**src/rtl/var_state_wr.sv**
```systemverilog
// var_state_wr: write side of the variable state list (decision writes, backtrack clearing).
// Define PARALLEL_BKT_EN to clear all qualifying variables in one SCAN cycle instead of serially.
module var_state_wr #(
  parameter int NUM   = 8,
  parameter int WIDTH = 3,
  parameter int LVL_W = 4
) (
  input  logic                   clk,
  input  logic                   rst_n,
  input  logic                   dcd_valid_i,
  input  logic [NUM-1:0]         dcd_index_i,
  input  logic [WIDTH-1:0]       dcd_value_i,
  input  logic [LVL_W-1:0]       dcd_level_i,
  output logic                   dcd_ready_o,
  input  logic                   bkt_valid_i,
  input  logic [LVL_W-1:0]       bkt_level_i,
  output logic                   bkt_ready_o,
  output logic                   bkt_done_o,
  output logic [NUM*WIDTH-1:0]   value_o,
  output logic [NUM*LVL_W-1:0]   level_o,
  output logic                   busy_o,
  output logic                   err_o
);
  typedef enum logic [1:0] {IDLE, SCAN, DONE} state_t;
  state_t state, next;
  logic [LVL_W-1:0] blvl;
  logic [NUM-1:0] sel, clr;
  logic scan_last, wr_req, wr_ok, tgt_used, bkt_acc;
`ifdef PARALLEL_BKT_EN
  assign scan_last = 1'b1;
  assign sel = '1;
`else
  localparam int PW = NUM > 1 ? $clog2(NUM) : 1;
  logic [PW-1:0] ptr;
  assign scan_last = ptr == PW'(NUM - 1);
  always_comb
    for (int i = 0; i < NUM; i++) sel[i] = ptr == PW'(i);
  // Saturating pointer: stops at NUM-1 so non-power-of-two NUM never indexes past the list.
  always_ff @(posedge clk)
    if (!rst_n || bkt_acc) ptr <= '0;
    else if (state == SCAN && !scan_last) ptr <= ptr + PW'(1);
`endif
  assign bkt_acc = state == IDLE && bkt_valid_i;
  assign wr_req  = state == IDLE && dcd_valid_i && !bkt_valid_i;
  assign wr_ok   = dcd_index_i != '0 && (dcd_index_i & (dcd_index_i - NUM'(1))) == '0
                   && !tgt_used && dcd_value_i != '0;
  always_comb begin
    tgt_used = 1'b0;
    for (int i = 0; i < NUM; i++) begin
      tgt_used = tgt_used | (dcd_index_i[i] && value_o[i*WIDTH +: WIDTH] != '0);
      clr[i] = sel[i] && value_o[i*WIDTH +: WIDTH] != '0 && level_o[i*LVL_W +: LVL_W] >= blvl;
    end
  end
  always_ff @(posedge clk)
    if (!rst_n) state <= IDLE;
    else state <= next;
  always_comb
    next = state == IDLE ? (bkt_valid_i ? SCAN : IDLE) :
           state == SCAN ? (scan_last ? DONE : SCAN) : IDLE;
  always_comb begin
    dcd_ready_o = state == IDLE;
    bkt_ready_o = state == IDLE;
    busy_o      = state != IDLE;
    bkt_done_o  = state == DONE;
  end
  always_ff @(posedge clk)
    if (!rst_n) begin
      value_o <= '0;
      level_o <= '0;
      err_o   <= 1'b0;
      blvl    <= '0;
    end else begin
      err_o <= wr_req && !wr_ok;
      if (bkt_acc) blvl <= bkt_level_i;
      for (int i = 0; i < NUM; i++)
        if (wr_req && wr_ok && dcd_index_i[i]) begin
          value_o[i*WIDTH +: WIDTH] <= dcd_value_i;
          level_o[i*LVL_W +: LVL_W] <= dcd_level_i;
        end else if (state == SCAN && clr[i]) begin
          value_o[i*WIDTH +: WIDTH] <= '0;
          level_o[i*LVL_W +: LVL_W] <= '0;
        end
    end
endmodule

```
**config.mk**
```make
export PLATFORM = sky130hd
export DESIGN_NAME = var_state_wr
export DESIGN_NICKNAME = d
export VERILOG_FILES = /design/src/rtl/var_state_wr.sv
export SDC_FILE = /design/constraint.sdc
export NUM_CORES = 1
export LEC_CHECK = 0
export BUFFER_PORTS_ARGS = -buffer_cell sky130_fd_sc_hd__buf_2
export CAP_MARGIN = 30
export CORE_MARGIN = 2
export CORE_UTILIZATION = 47
export CTS_BUF_LIST = sky130_fd_sc_hd__clkbuf_8
export DETAILED_ROUTE_END_ITERATION = 10
export HOLD_SLACK_MARGIN = 0.08
export PLACE_DENSITY_LB_ADDON = 0.25
export SYNTH_ARGS = -nofsm -noshare
export SYNTH_HDL_FRONTEND = slang
export SYNTH_SLANG_ARGS = --single-unit
```
**constraint.sdc**
```tcl
create_clock -name clk -period 2.2 [get_ports clk]
set_input_delay 0 -clock clk [delete_from_list [all_inputs] [get_ports clk]]
set_output_delay 0 -clock clk [all_outputs]
set_load 0.02 [all_outputs]
```
**Word-level counts from Yosys, hierarchy flattened**

Cells that the tools add are included.

- Flip-flop bits (word level): 66
- Bits of input ports: 23
- Output and inout bits: 61
- Word-level logic and storage cells: 160

- $add $sub $neg: 2
- Magnitude comparators: 8
- Equal/unequal tests: 9
- Multiplexer cells: 36
- Bitwise operators: 8
- Reductions and logical operators: 77

Operator list:

| operator | number |
|---|---|
| two-way mux 4 bit | 16 |
| logical AND 1 bit | 49 |
| two-way mux 3 bit | 16 |
| >= comparator 4 bit | 8 |
| nonzero test 3 bit | 9 |
| nonzero test 2 bit | 9 |
| equality test 3 bit, second input constant | 4 |
| AND 8 bit | 1 |
| logical NOT 8 bit | 1 |
| nonzero test 8 bit | 1 |
| subtractor 8 x 1 -> 8 bit, second input constant | 1 |
| bitwise OR 1 bit | 7 |
| equality test 3 x 2 -> 1 bit, second input constant | 2 |
| two-way mux 2 bit | 3 |
| logical NOT 1 bit | 5 |
| adder 3 x 1 -> 3 bit, second input constant | 1 |
| equality test 3 x 1 -> 1 bit, second input constant | 1 |
| logical NOT 3 bit | 1 |
| equality test 2 x 1 -> 1 bit, second input constant | 1 |
| equality test 2 bit, second input constant | 1 |
| logical NOT 2 bit | 1 |
| logical OR 1 bit | 1 |
| two-way mux 1 bit | 1 |

**Depth between registers and ports, before layout**

- Depth in word-level cells: 15
- Mapped depth: 8
- Gate-level depth less buffers: 7

**Least setup slack after synthesis**

No wires, ideal clock.

- Kind: register -> register
- Start: register value_o[6]
- End: register level_o[0]
- Setup time: 126 ps
- Arrival time: 1962 ps
- Required time: 2074 ps
- Path slack: 113 ps
- Stages on the path, launching flop included: 6
- Buffers on the path: 0
- Clock period less this slack: 2087 ps
- Cells stage by stage: dfxtp_1 > or3_1 > o2bb2ai_1 > nor4_2 > nand3_1 > mux2i_1

- Word-level cells in the longest chain between the ends: 14
- Elaborated cells between the ends (all ways): 15
- Classes of those cells: 1 x mux; 6 x bitwise; 8 x reduce/logical

Ends and longest elaborated chain:

| what | line | source |
|---|---|---|
| start, declared | 19 | `output logic [NUM*WIDTH-1:0] value_o,` |
| start signal, assigned by index | 77 | `value_o[i*WIDTH +: WIDTH] <= dcd_value_i;` |
| nonzero test 3 bit (*) | 50 | `tgt_used = tgt_used \| (dcd_index_i[i] && value_o[i*WIDTH +: WIDTH] != '0);` |
| logical AND 1 bit (*) | 50 |  |
| bitwise OR 1 bit (*) (6 in series) | 50 |  |
| logical NOT 1 bit (*) | 46 | `&& !tgt_used && dcd_value_i != '0;` |
| logical AND 1 bit (*) (2 in series) | 46 |  |
| logical AND 1 bit (*) (2 in series) | 76 | `if (wr_req && wr_ok && dcd_index_i[i]) begin` |
| two-way mux 4 bit or nonzero test 2 bit (tied branches) | n/a |  |
| end signal, assigned by index | 78 | `level_o[i*LVL_W +: LVL_W] <= dcd_level_i;` |
| end, declared | 20 | `output logic [NUM*LVL_W-1:0] level_o,` |

Mark *: on every way between the ends. The rest lies on a longest branch, timed or not.
A chain may end at the register's enable or synchronous reset.

**Final worst setup path**

- Start: input port dcd_index_i[5]
- End: register level_o[4]

- Word-level cells in the longest chain between the ends: 10
- Elaborated cells between the ends (all ways): 16
- Classes of those cells: 1 x add/sub; 1 x mux; 4 x bitwise; 10 x reduce/logical

Ends and longest elaborated chain:

| what | line | source |
|---|---|---|
| start, declared | 11 | `input logic [NUM-1:0] dcd_index_i,` |
| branches (longest 5 deep; another with subtractor 8 x 1 -> 8 bit) | n/a |  |
| logical AND 1 bit (*) (2 in series) | 46 |  |
| logical AND 1 bit (*) (2 in series) | 76 |  |
| two-way mux 4 bit or nonzero test 2 bit (tied branches) | n/a |  |

Every way passes the cells marked *.

==> metrics.cfg <==
[global_route]
grt_pass1_vias=3315
grt_pass1_wl_um=16900
grt_util_all_layers=0.252
grt-ovfl-total=0
grt_max_degree=32
antenna_found_initial=0

[sta]
slew_headroom=0.612
period_needed_ps=2040
finClkSkew_ps=5.99
worst_slew_pin_slew_ps=582
hold_viol_final=0
final_max_slew_viol_count=0
setup_viol=0
max_freq_mhz=489
post-route-period-util=0.929
rsz0062_at_grt=false

[power]
p_clk_frac=0.421
cellPowerDensity_mw_per_mm2=581
ir_drop_mv=0.413
pwr-share-comb=0.122
seqPwrFrac=0.457
p_leak_uw=0.00217
swShare=0.258
finalPower_uw=2660
p_int_uw=1970
switchingPower_uw=686

[clocking]
clockBufferDepth=2
numCtsBuffers=9
cts_tree=built
clock-sinks=66
post-cts-setup-buffers=0
clk_pin_slew_worst_paths_ps=70
clockRootBuffer=clkbuf_8
htree_levels=3
insertion_delay_ps=340

[logic_synthesis]
syn_area_per_cell_um2=9.55
yosys_most_used_dff=dfxtp_1
synth_edf_count=0
async_reset_ff_frac=0
ys_seq_area_frac=0.367
netlist_top_cells_area=dfxtp_1, ha_1, mux2i_1
syn-cell-area_mm2=0.00360
synth_seq_cells=66
yosysWarnings=0
yosys.area.top_type=dfxtp_1
synth_top_area_frac=0.367
syn-num-nets=438
netlist_instances=377
ys_types=40

[route]
drt-initial-drc-count=253
via_per_inst=5.78
drt_wl_total_um=10300
via_count=3400
drt-wirelength-per-cell_um=17.5
drc=0
first_pass_iters=5
postRouteAntennaNets=0

[setup_path]
setup.worst_path.start=dcd_index_i[5]
critical_path.endpoint=level_o[4]
reg2reg_slack_ps=170
r2r_end=level_o[4]
rr_worst_depth=6
endpoint_kind=flop
rr_startpoint=value_o[6]
path_class=in2reg
arrival_ps=2250
cp_max_fo=10
worst_setup_path_start_kind=input pin
critPathRequiredTime_ps=2410

[cells_and_area]
finish.instance_area_mm2=0.00458
area_growth_pct=27.1
fin_nets=545
drive_gt1_frac=0.243
layout.cells.non_filler=588
fillers=635
insertedDiodeCount=0

[worst_hold_path]
min_path_cells=4
hp-class=in2reg

[run]
maxCapViolations=0

[placed_design]
placed_cell_area_mm2=0.00417
portBuffers=83
dp_hpwl_um=7560
gp_congestion=0.872
placed_cells=553

[die]
start_util=0.491
die_h_um=91.5
core_mm2=0.00733
chipWidth_um=91.5
ioPinCount=84
rows=31
die_area_mm2=0.00838

[run_status]
status=completed

state kept, by name (all words and copies together), names as in the netlist:
name / cells
blvl: 4
ptr: 3
err_o: 1
state: 2
value_o: 24
level_o: 32
synth_stat cells (all sizes together), types with 9 or more instances:
| cell | instances |
|---|---|
| dfxtp | 66 |
| ha | 38 |
| o211ai | 35 |
| mux2i | 34 |
| nand3 | 29 |
| o2bb2ai | 22 |
| inv | 20 |
| nor2 | 16 |
| clkbuf | 13 |
| a211oi | 10 |
| nand2b | 10 |
| buf | 9 |
| o21a | 9 |
stage by stage:
stage                     hold slack (ps)  setup WS (ps)  utilization  TNS, ps
after global placement                226           10.2        0.568        0
after CTS                             103           38.9        0.624        0
after detailed placement              231          -56.2        0.568     -668
after global routing                  115           57.4        0.624        0
after floorplan                       139            113            -        0
final                                 109            156        0.624        0
final cells by class:
| class | count | area [um2] | area share |
|---|---|---|---|
| inverters | 20 | 75.1 | 0.0164 |
| well taps | 99 | 124 | 0.0271 |
| flip-flops and latches | 66 | 1320 | 0.289 |
| clock inverters | 7 | 93.8 | 0.0205 |
| multi-input cells | 269 | 2110 | 0.461 |
| clock buffers | 9 | 124 | 0.0271 |
| repair buffers | 118 | 726 | 0.159 |
layout by cell type, fill, tap and decap left out, types with 16 or more instances in the layout:
master and n:
mux2i_1 34, ha_1 38, o211ai_1 35, inv_1 20, dfxtp_1 65, buf_4 16
dlygate4sd3_1 19, o2bb2ai_1 22, nand3_1 29, nor2_1 16, buf_2 83
layer usage:
metal	wire, um	global-route usage	vias up
met5	0	0	-
met2	4810	0.406	119
met1	4530	0.334	1625
met3	697	0.0456	17
met4	236	0.0997	0
li1	-	-	1639
worst max-delay path: stages:
cell	delay (ps)
dlygate4sd3_1	550
buf_2	200
o21a_1	220
a311oi_1	350
o311a_2	420
nand3_1	310
mux2i_1	200
cell families after synthesis:
logic type               Yosys count  synth area share
adder cells (fa/ha/maj)           39             0.135
XOR/XNOR                           1           0.00243
buffers and inverters             42            0.0466
multiplexers                      34            0.0945
AND/OR/NAND/NOR                   88             0.128
AO/OA/AOI/OAI                    107             0.227
flip-flops                        66             0.367
how the worst min path moves through the flow:
stage / start / end
final: dcd_index_i[4] / value_o[12]
after global routing: dcd_index_i[4] / value_o[12]
after CTS: dcd_index_i[4] / value_o[12]
after detailed placement: bkt_level_i[1] / blvl[1]
after global placement: bkt_level_i[2] / blvl[2]
after floorplan: bkt_level_i[1] / blvl[1]
what timing repair did:
item | in CTS | in global routing
hold buffers | 19 | 0
gates resized for setup | 0 | 2
endpoints found under the hold margin | 29 | 0
endpoints found under the setup margin | 0 | 39
power by group through the flow:
stage	Clock (uW)	Combinational [uW]	Sequential, uW
2_1_floorplan	0	177	1240
4_1_cts	1130	320	1220
3_3_place_gp	0	286	1240
6_report	1120	324	1220
3_5_place_dp	0	293	1240
5_1_grt	1190	359	1220
No activity file was read; power rests on OpenSTA's default activity.
